`src/rtl/axi_stream_strip_header_if.sv`:
```
// Port bundle for axi_stream_strip_header: input stream, strip command and output stream.
// Header side-band signals are present only when STRIP_HEADER_OUT_EN is defined.
interface axi_stream_strip_header_if #(
  parameter int unsigned DATA_WD      = 32,
  parameter int unsigned DATA_BYTE_WD = DATA_WD / 8
);
  logic                    valid_in;
  logic [DATA_WD-1:0]      data_in;
  logic [DATA_BYTE_WD-1:0] keep_in;
  logic                    last_in;
  logic                    ready_in;

  logic                    valid_strip;
  logic [DATA_BYTE_WD-1:0] keep_strip;
  logic                    ready_strip;

  logic                    valid_out;
  logic [DATA_WD-1:0]      data_out;
  logic [DATA_BYTE_WD-1:0] keep_out;
  logic                    last_out;
  logic                    ready_out;

`ifdef STRIP_HEADER_OUT_EN
  logic                    valid_header;
  logic [DATA_WD-1:0]      data_header;
  logic [DATA_BYTE_WD-1:0] keep_header;
  logic                    ready_header;
`endif

  // Block side
  modport slave (
`ifdef STRIP_HEADER_OUT_EN
    output valid_header, data_header, keep_header,
    input  ready_header,
`endif
    input  valid_in, data_in, keep_in, last_in,
    output ready_in,
    input  valid_strip, keep_strip,
    output ready_strip,
    output valid_out, data_out, keep_out, last_out,
    input  ready_out
  );

  // Environment side
  modport master (
`ifdef STRIP_HEADER_OUT_EN
    input  valid_header, data_header, keep_header,
    output ready_header,
`endif
    output valid_in, data_in, keep_in, last_in,
    input  ready_in,
    output valid_strip, keep_strip,
    input  ready_strip,
    input  valid_out, data_out, keep_out, last_out,
    output ready_out
  );
endinterface

```
`src/rtl/axi_stream_strip_header.sv`:
```
// Strips an N-byte header (N from keep_strip) off each AXI-Stream packet and repacks the payload.
// Define STRIP_HEADER_OUT_EN to expose the stripped header bytes on a separate low-aligned port.
module axi_stream_strip_header #(
  parameter int unsigned DATA_WD      = 32,
  parameter int unsigned DATA_BYTE_WD = DATA_WD / 8
) (
  input  logic                     clk,
  input  logic                     rst,
  axi_stream_strip_header_if.slave bus
);
  localparam int unsigned   CW    = $clog2(DATA_BYTE_WD + 1);
  localparam logic [CW-1:0] B_CNT = CW'(DATA_BYTE_WD);

  typedef enum logic [1:0] {IDLE, HEAD, BODY, FLUSH} state_t;

  state_t                  state, state_nx;
  logic [CW-1:0]           n_q, n_nx;
  logic [CW-1:0]           rem_q, rem_nx;
  logic [DATA_WD-1:0]      res_q, res_nx;
  logic                    out_valid_q, out_valid_nx;
  logic [DATA_WD-1:0]      out_data_q, out_data_nx;
  logic [DATA_BYTE_WD-1:0] out_keep_q, out_keep_nx;
  logic                    out_last_q, out_last_nx;

  logic [CW-1:0]           k_cnt;
  logic [CW-1:0]           tail_cnt;
  logic [DATA_WD-1:0]      data_m;
  logic [DATA_WD-1:0]      joined;
  logic                    out_room;
  logic                    hdr_room;
  logic                    ready_in_c;
  logic                    ready_strip_c;
  logic                    in_fire;
  logic                    strip_fire;

  function automatic logic [CW-1:0] popcount(input logic [DATA_BYTE_WD-1:0] k);
    logic [CW-1:0] c;
    c = '0;
    for (int i = 0; i < int'(DATA_BYTE_WD); i++) c = c + CW'(k[i]);
    return c;
  endfunction

  function automatic logic [DATA_BYTE_WD-1:0] hi_mask(input logic [CW-1:0] c);
    return ~({DATA_BYTE_WD{1'b1}} >> c);
  endfunction

  function automatic logic [DATA_BYTE_WD-1:0] lo_mask(input logic [CW-1:0] c);
    return ~({DATA_BYTE_WD{1'b1}} << c);
  endfunction

  function automatic logic [DATA_WD-1:0] byte_bits(input logic [DATA_BYTE_WD-1:0] k);
    logic [DATA_WD-1:0] m;
    m = '0;
    for (int i = 0; i < int'(DATA_BYTE_WD); i++) m[8*i +: 8] = {8{k[i]}};
    return m;
  endfunction

  // Disabled lanes are zeroed so packed outputs never carry stale bytes.
  assign k_cnt    = popcount(bus.keep_in);
  assign tail_cnt = B_CNT - n_q;
  assign data_m   = bus.data_in & byte_bits(bus.keep_in);
  assign joined   = res_q | (data_m >> {tail_cnt, 3'b000});
  assign out_room = !out_valid_q || bus.ready_out;

  assign ready_in_c    = !rst && out_room &&
                         ((state == BODY) || ((state == HEAD) && ((n_q == '0) || hdr_room)));
  assign ready_strip_c = !rst && (state == IDLE) && !out_valid_q;
  assign in_fire       = bus.valid_in && ready_in_c;
  assign strip_fire    = bus.valid_strip && ready_strip_c;

  assign bus.ready_in    = ready_in_c;
  assign bus.ready_strip = ready_strip_c;
  assign bus.valid_out   = out_valid_q;
  assign bus.data_out    = out_data_q;
  assign bus.keep_out    = out_keep_q;
  assign bus.last_out    = out_last_q;

  always_ff @(posedge clk) begin
    if (rst) begin
      state       <= IDLE;
      n_q         <= '0;
      rem_q       <= '0;
      res_q       <= '0;
      out_valid_q <= 1'b0;
      out_data_q  <= '0;
      out_keep_q  <= '0;
      out_last_q  <= 1'b0;
    end else begin
      state       <= state_nx;
      n_q         <= n_nx;
      rem_q       <= rem_nx;
      res_q       <= res_nx;
      out_valid_q <= out_valid_nx;
      out_data_q  <= out_data_nx;
      out_keep_q  <= out_keep_nx;
      out_last_q  <= out_last_nx;
    end
  end

  always_comb begin
    state_nx     = state;
    n_nx         = n_q;
    rem_nx       = rem_q;
    res_nx       = res_q;
    out_valid_nx = out_valid_q && !bus.ready_out;
    out_data_nx  = out_data_q;
    out_keep_nx  = out_keep_q;
    out_last_nx  = out_last_q;

    unique case (state)
      IDLE: begin
        if (strip_fire) begin
          n_nx     = popcount(bus.keep_strip);
          state_nx = HEAD;
        end
      end

      HEAD, BODY: begin
        if (in_fire) begin
          if (n_q == '0) begin
            // Bypass: beat goes straight through the output register.
            out_valid_nx = 1'b1;
            out_data_nx  = bus.data_in;
            out_keep_nx  = bus.keep_in;
            out_last_nx  = bus.last_in;
            state_nx     = bus.last_in ? IDLE : BODY;
          end else begin
            res_nx = data_m << {n_q, 3'b000};
            if (state == HEAD) begin
              if (!bus.last_in) begin
                state_nx = BODY;
              end else if (k_cnt > n_q) begin
                rem_nx   = k_cnt - n_q;
                state_nx = FLUSH;
              end else begin
                state_nx = IDLE;
              end
            end else begin
              out_valid_nx = 1'b1;
              out_data_nx  = joined;
              out_keep_nx  = '1;
              out_last_nx  = 1'b0;
              if (bus.last_in) begin
                if (k_cnt > n_q) begin
                  rem_nx   = k_cnt - n_q;
                  state_nx = FLUSH;
                end else begin
                  out_keep_nx = hi_mask(tail_cnt + k_cnt);
                  out_last_nx = 1'b1;
                  state_nx    = IDLE;
                end
              end
            end
          end
        end
      end

      FLUSH: begin
        if (out_room) begin
          out_valid_nx = 1'b1;
          out_data_nx  = res_q;
          out_keep_nx  = hi_mask(rem_q);
          out_last_nx  = 1'b1;
          state_nx     = IDLE;
        end
      end

      default: state_nx = IDLE;
    endcase
  end

`ifdef STRIP_HEADER_OUT_EN
  logic                    hdr_valid_q, hdr_valid_nx;
  logic [DATA_WD-1:0]      hdr_data_q, hdr_data_nx;
  logic [DATA_BYTE_WD-1:0] hdr_keep_q, hdr_keep_nx;
  logic [CW-1:0]           hdr_cnt;
  logic [CW-1:0]           hdr_shift;

  // A short final HEAD beat only yields the bytes it actually carries.
  assign hdr_cnt   = (bus.last_in && (k_cnt < n_q)) ? k_cnt : n_q;
  assign hdr_shift = B_CNT - hdr_cnt;
  assign hdr_room  = !hdr_valid_q || bus.ready_header;

  assign bus.valid_header = hdr_valid_q;
  assign bus.data_header  = hdr_data_q;
  assign bus.keep_header  = hdr_keep_q;

  always_ff @(posedge clk) begin
    if (rst) begin
      hdr_valid_q <= 1'b0;
      hdr_data_q  <= '0;
      hdr_keep_q  <= '0;
    end else begin
      hdr_valid_q <= hdr_valid_nx;
      hdr_data_q  <= hdr_data_nx;
      hdr_keep_q  <= hdr_keep_nx;
    end
  end

  always_comb begin
    hdr_valid_nx = hdr_valid_q && !bus.ready_header;
    hdr_data_nx  = hdr_data_q;
    hdr_keep_nx  = hdr_keep_q;
    if ((state == HEAD) && in_fire && (n_q != '0)) begin
      hdr_valid_nx = 1'b1;
      hdr_data_nx  = data_m >> {hdr_shift, 3'b000};
      hdr_keep_nx  = lo_mask(hdr_cnt);
    end
  end
`else
  assign hdr_room = 1'b1;
`endif

endmodule

```
`src/flat_wrapper.sv`:
```
// flat-port wrapper written by rule: the top's interface ports become plain ports
module axi_stream_strip_header_flat 
#(
  parameter int unsigned DATA_WD      = 32,
  parameter int unsigned DATA_BYTE_WD = DATA_WD / 8
)
  (clk, rst, bus_valid_in, bus_data_in, bus_keep_in, bus_last_in, bus_ready_in, bus_valid_strip, bus_keep_strip, bus_ready_strip, bus_valid_out, bus_data_out, bus_keep_out, bus_last_out, bus_ready_out);
  axi_stream_strip_header_if #(.DATA_WD(DATA_WD), .DATA_BYTE_WD(DATA_BYTE_WD)) bus_i ();
  input  logic clk;
  input  logic rst;
  input wire logic [$bits(bus_i.valid_in)-1:0] bus_valid_in;
  input wire logic [$bits(bus_i.data_in)-1:0] bus_data_in;
  input wire logic [$bits(bus_i.keep_in)-1:0] bus_keep_in;
  input wire logic [$bits(bus_i.last_in)-1:0] bus_last_in;
  output wire logic [$bits(bus_i.ready_in)-1:0] bus_ready_in;
  input wire logic [$bits(bus_i.valid_strip)-1:0] bus_valid_strip;
  input wire logic [$bits(bus_i.keep_strip)-1:0] bus_keep_strip;
  output wire logic [$bits(bus_i.ready_strip)-1:0] bus_ready_strip;
  output wire logic [$bits(bus_i.valid_out)-1:0] bus_valid_out;
  output wire logic [$bits(bus_i.data_out)-1:0] bus_data_out;
  output wire logic [$bits(bus_i.keep_out)-1:0] bus_keep_out;
  output wire logic [$bits(bus_i.last_out)-1:0] bus_last_out;
  input wire logic [$bits(bus_i.ready_out)-1:0] bus_ready_out;
  assign bus_i.valid_in = bus_valid_in;
  assign bus_i.data_in = bus_data_in;
  assign bus_i.keep_in = bus_keep_in;
  assign bus_i.last_in = bus_last_in;
  assign bus_ready_in = bus_i.ready_in;
  assign bus_i.valid_strip = bus_valid_strip;
  assign bus_i.keep_strip = bus_keep_strip;
  assign bus_ready_strip = bus_i.ready_strip;
  assign bus_valid_out = bus_i.valid_out;
  assign bus_data_out = bus_i.data_out;
  assign bus_keep_out = bus_i.keep_out;
  assign bus_last_out = bus_i.last_out;
  assign bus_i.ready_out = bus_ready_out;
  axi_stream_strip_header #(.DATA_WD(DATA_WD), .DATA_BYTE_WD(DATA_BYTE_WD)) u_core (.clk(clk), .rst(rst), .bus(bus_i));
endmodule
```
`config.mk`:
```
export PLATFORM = sky130hd
export DESIGN_NAME = axi_stream_strip_header_flat
export DESIGN_NICKNAME = d
export VERILOG_FILES = /design/src/rtl/axi_stream_strip_header_if.sv /design/src/rtl/axi_stream_strip_header.sv /design/src/flat_wrapper.sv
export SDC_FILE = /design/constraint.sdc
export NUM_CORES = 1
export LEC_CHECK = 0
export ABC_AREA = 1
export ABC_CLOCK_PERIOD_IN_PS = 3300
export BUFFER_PORTS_ARGS = -buffer_cell sky130_fd_sc_hd__buf_2
export CAP_MARGIN = 25
export CORE_MARGIN = 8
export CORE_UTILIZATION = 55
export DETAILED_ROUTE_END_ITERATION = 10
export GPL_TIMING_DRIVEN = 0
export PLACE_DENSITY = 0.78
export SYNTH_ARGS = -nofsm -noshare
export SYNTH_HDL_FRONTEND = slang
export SYNTH_SLANG_ARGS = --single-unit
```
`constraint.sdc`:
```
create_clock -name clk -period 3.3 [get_ports clk]
set_input_delay 0.495 -clock clk [delete_from_list [all_inputs] [get_ports clk]]
set_output_delay 0.495 -clock clk [all_outputs]
set_load 0.005 [all_outputs]
```
# Yosys cells after proc, flatten, opt, wreduce, memory -nomap -nowiden
# Index checks and enable logic that the tools add are counted.
# classes
shift,4
mux,34
n_bitwise,5
n_lt_le_gt_ge,1
n_addsub,9
eq_ne,8
reduce_logical,21
# ops
operator,n
$mux W32,4
$pmux W32 S2,1
$and A32 B32 Y32,1
$or A32 B32 Y32,1
$shl A32 B6 Y32,1
$shr A32 B6 Y32,1
$mux W4,6
$mux W2,9
$add A3 B1 Y3,4
$mux W1,10
$not A4 Y4,2
$pmux W4 S2,1
$reduce_and A4 Y1,2
$shr A4 B3 Y4 const A,2
$logic_and A1 B1 Y1,7
$ne A2 B1 Y1 const B,3
$pmux W2 S3,1
$reduce_and A5 Y1,1
$add A1 B1 Y2,2
$eq A2 B2 Y1 const B,2
$ne A4 B2 Y1 const B,1
$pmux W1 S2,2
$add A3 B3 Y3,1
$gt A3 B3 Y1,1
13 further kinds,16
# word_totals
word_cells,90
out_inout_bits,40
input_bits,46
regBits,78

# Logic depth before layout (Yosys ltp)
# depth
word_depth,12
depth_mapped,16

# Worst setup path before layout
# OpenSTA, ideal clock, no wires.
# synth_path
kind,input-to-reg
startpoint,input bus_keep_in[2]
endpoint,register u_core.rem_q[0]
arrival_time_ps,2541
setup_time_ps,113
setup_slack_ps,646
t_required_ps,3187
path_stages,13
cell_sequence,clkbuf_1 inv_1 fa_1 inv_1 ha_1 ha_1 nand2_1 o21ai_0 nand2_1 nor3_2 nand2_1 nand2_1 nor2_1
# synth_between
elab_chain_cells,4
# synth_rtl
element,line_no,rtl
from (decl),flat_wrapper.sv:13,input wire logic [$bits(bus_i.keep_in)-1:0] bus_keep_in;
$add A3 B1 Y3 (*) (2 in series),axi_stream_strip_header.sv:39,for (int i = 0; i < int'(DATA_BYTE_WD); i++) c = c + CW'(k[i]);
$gt A3 B3 Y1,"axi_stream_strip_header.sv:132, axi_stream_strip_header.sv:144",
$reduce_and A5 Y1 (no line),n/a,
to (signal assigned),axi_stream_strip_header.sv:91,rem_q <= rem_nx;
to (decl),axi_stream_strip_header.sv:18,"logic [CW-1:0] rem_q, rem_nx;"
# Every way passes the cells marked *; elsewhere a longest branch is shown, timed or not.
# A chain may end at the register's enable or synchronous reset.

# Worst setup path after layout
# layout_path
startpoint,register u_core.n_q[1]
endpoint,register u_core.out_data_q[9] (netlist: u_core.bus.data_out[9])
# layout_between
elab_chain_cells,7
# layout_rtl
element,line_no,rtl
from (decl),axi_stream_strip_header.sv:17,"logic [CW-1:0] n_q, n_nx;"
from (signal assigned),axi_stream_strip_header.sv:90,n_q <= n_nx;
$sub A3 B3 Y3,axi_stream_strip_header.sv:60,assign tail_cnt = B_CNT - n_q;
$shr A32 B6 Y32,axi_stream_strip_header.sv:62,"assign joined = res_q | (data_m >> {tail_cnt, 3'b000});"
$or A32 B32 Y32,axi_stream_strip_header.sv:62,
$mux W32,axi_stream_strip_header.sv:129,if (state == HEAD) begin
$mux W32,axi_stream_strip_header.sv:120,if (n_q == '0) begin
$mux W32,axi_stream_strip_header.sv:119,if (in_fire) begin
$pmux W32 S2,axi_stream_strip_header.sv:110,unique case (state)
to (signal assigned),axi_stream_strip_header.sv:94,out_data_q <= out_data_nx;
to (decl),axi_stream_strip_header.sv:21,"logic [DATA_WD-1:0] out_data_q, out_data_nx;"
# Several ways; a longest one is shown, not always the timed one. The select of a mux whose other input is x is not followed.

==> out/summary.txt <==
Main combinational cell family by area after synthesis: simple AND/OR/NAND/NOR gates
Xor/xnor share of the synthesized area: 0.178%
Post-CTS Hold Buffers: 0
Gr usage total: 30.1%
Yosys reg bits: 78
Max Slew Vio Count: 0
Core area: 8720 µm²
Final nets: 924
Syn_nets: 832
Register Area: 1560 µm²
Clk buf depth: 2
CTS H-tree lvls: 3
Clock Pin Slew Worst Setup and Hold Paths: 90 ps
Max-Cap Viols: 0
Post-place setup slack: -29.8 ps
Post-layout minimum cycle time: 2970 ps
HPWL after detailed placement: 14.7 mm
Hold Violations, Final: 0
P&R area growth vs syn: 14.7%
DRC viols: 0
Clk sink count: 78
Req. time, crit path: 3590 ps
Clk_lat worst skew: 370 ps
# resized after CTS: 0
Die Area: 12,200 µm²
Die W: 111 µm
Placed cell area: 5480 µm²
CTS tree: built
Uppermost layer routed: met4
Met3 wire length: 2.12 mm
Initial Util: 56.5%
TNS Setup: 0 ps
PnR worst setup slack: 331 ps
Top achievable clock speed: 337 MHz
IO buf count: 84
Seq/Total Area, Yosys: 31.7%
Simple-Gate Fraction of Synth Area: 29.8%
Critical path data arrival time: 3260 ps
Max FO, Critical Path: 20
Placer Congestion: 1.00
Clock Skews: 15.5 ps
Num rows: 34
Maximum VDD drop: 0.000364 V
Outcome: complete, no violations
Mux contribution to synthesized area: 0%
Cells after Synth: 769
Hold WC Path Type: in2reg
Grt total ovfl: 0
Synth Cell Area: 4930 µm²
Fillers: 837
CP Capture Type: flop
Worst Tran Pin Value: 729 ps
Worst setup path category: reg2reg
Wire length on met1: 8.04 mm
Number of global-route vias before repair: 5,668
Drt wl/cell: 19.4 µm
Complex-gate fraction of the synthesized area: 23.5%
Combined area of the multi-input logic cells: 2880 µm²
Die Y: 111 µm
PwrDens: 814 nW/µm²
Final setup viols: 0
Vias: 5,863
P_leak: 2.85 nW
Hold slack: 417 ps
Synthesized-area fraction occupied by adder cells: 4.93%
First-pass GRT wire length: 30.2 mm
Layout cell share with drive strength beyond 1: 16.4%
Drt via density: 6.02
Total CTS buffers: 9
Antenna Cells: 0
Initial antenna violation count: 0
Total Wirelength: 18.9 mm
1st-pass router iterations: 6
Crit share post-route: 90.0%
I/O pin cnt: 86
CTS Root Cell: clkbuf_8
RSZ-0062 raised after global routing: no
Avg Cell Area, Syn: 6.41 µm²
Largest net degree at the start of global routing: 16
Met2 Wirelength: 8.06 mm
Max_slew headroom: 51.4%
YS warnings: 0
Final ANT Viol Nets: 0
Drt first-iter violations: 678
Library cells used by synthesis: 34
Post-CTS setup buffer count: 0
CP Launch Type: flop
Final instance area: 5650 µm²
-- worst paths after layout --
kind                                                            from                              endpoint  slack, ps  cells after the start
worst min-delay path                                             rst  u_core.bus.data_out[24]$_SDFFE_PP0P_        420                      2
worst min register to register  u_core.bus.data_out[22]$_SDFFE_PP0P_  u_core.bus.data_out[22]$_SDFFE_PP0P_        450                      2
worst max-delay path                      u_core.n_q[1]$_SDFFE_PP0P_   u_core.bus.data_out[9]$_SDFFE_PP0P_        330                     12
worst max register to register            u_core.n_q[1]$_SDFFE_PP0P_   u_core.bus.data_out[9]$_SDFFE_PP0P_        330                     12
-- stage by stage --
stage               instances  total power [mW]  util, %
global placement          961              3.79     62.9
CTS                       976              4.53     64.9
global route              974              4.92     64.8
floorplan                 769              2.98        -
finish                    974              4.60     64.8
detailed placement        961              3.86     62.9
-- flip-flops by register name, summed over array words and instances, names as in the netlist --
signal,cells
u_core.bus.last_out,1
u_core.state,2
u_core.bus.data_out,32
u_core.n_q,3
u_core.rem_q,3
u_core.bus.keep_out,4
u_core.bus.valid_out,1
u_core.res_q,32
-- layer usage --
metal  up-vias  track usage [%]
met2       380             45.1
met1      2686             39.9
met5         -                0
met3        51             7.74
li1       2746                -
met4         0             12.7
-- synthesized netlist by cell type --
master | number | area share [%]
nand3b_1 | 1 | 0.15
xor2_1 | 1 | 0.18
buf_2 | 18 | 1.8
buf_4 | 1 | 0.15
nor2_1 | 64 | 4.9
or2_2 | 1 | 0.13
buf_1 | 7 | 0.53
nor3_1 | 10 | 1.0
inv_2 | 10 | 0.76
nand4_1 | 1 | 0.13
o211a_1 | 16 | 3.2
nor3_2 | 1 | 0.20
nand3_2 | 1 | 0.20
nand4_4 | 1 | 0.43
o21ai_1 | 55 | 5.6
fa_1 | 4 | 1.6
nand2_2 | 2 | 0.25
o22ai_1 | 9 | 1.1
inv_1 | 56 | 4.3
nor2_4 | 2 | 0.46
a31oi_1 | 4 | 0.51
or2_1 | 2 | 0.25
o21ai_0 | 37 | 3.8
clkbuf_1 | 21 | 1.6
a21oi_1 | 76 | 7.7
buf_6 | 3 | 0.69
clkinv_1 | 1 | 0.076
ha_1 | 13 | 3.3
o211ai_1 | 9 | 1.4
nand2_1 | 199 | 15
dfxtp_1 | 78 | 32
nor2_2 | 2 | 0.25
nand3_1 | 62 | 6.3
a22o_1 | 1 | 0.18
-- worst max-delay path: stages, from the launching register on --
cell     delay, ps
dfxtp_1        340
buf_2          180
inv_2          320
ha_1           250
ha_1           200
buf_2          300
nand2_1        250
inv_2          190
buf_2          310
nor2_1          90
nand2_1         70
o21ai_0        170
a21oi_1        220
-- cell usage in the layout, fill, tap and decap left out, drive strengths merged, types with 3 or more instances in the layout --
cell type	count
clkinvlp	3
ha	13
o21ai	92
clkbuf	28
o22ai	9
dfxtp	78
nand3	63
or2	3
o211a	16
nor2	68
buf	112
fa	4
nand2	201
o211ai	9
clkinv	3
inv	68
a31oi	4
nor3	11
a21oi	76
-- power breakdown --
part,leakage (nW),total (mW),internal (mW),switching (mW)
Sequential,0.636,1.28,1.16,0.115
Combinational,2.13,2.63,0.877,1.75
Clock,0.0824,0.692,0.281,0.411
-- logic make-up (layout without fill, tap and decap cells) --
group | Yosys count | in the layout
and+or+nand+nor | 349 | 349
AOI/OAI and AO/OA | 207 | 207
buffers and inverters | 117 | 214
DFF | 78 | 78
adders and majority gates | 17 | 17
xor gates and xnor gates | 1 | 1
-- area by class of cell --
type / instances / share of cell area (%)
Clock buffer: 9 / 2.19
Clock inverter: 7 / 1.02
Inverter: 67 / 4.45
Multi-Input combinational cell: 574 / 50.9
Tap cell: 108 / 2.39
Buffer: 47 / 3.98
Sequential cell: 78 / 27.6
Timing Repair Buffer: 84 / 7.44
Note: power is estimated with default switching activity, not from simulation.
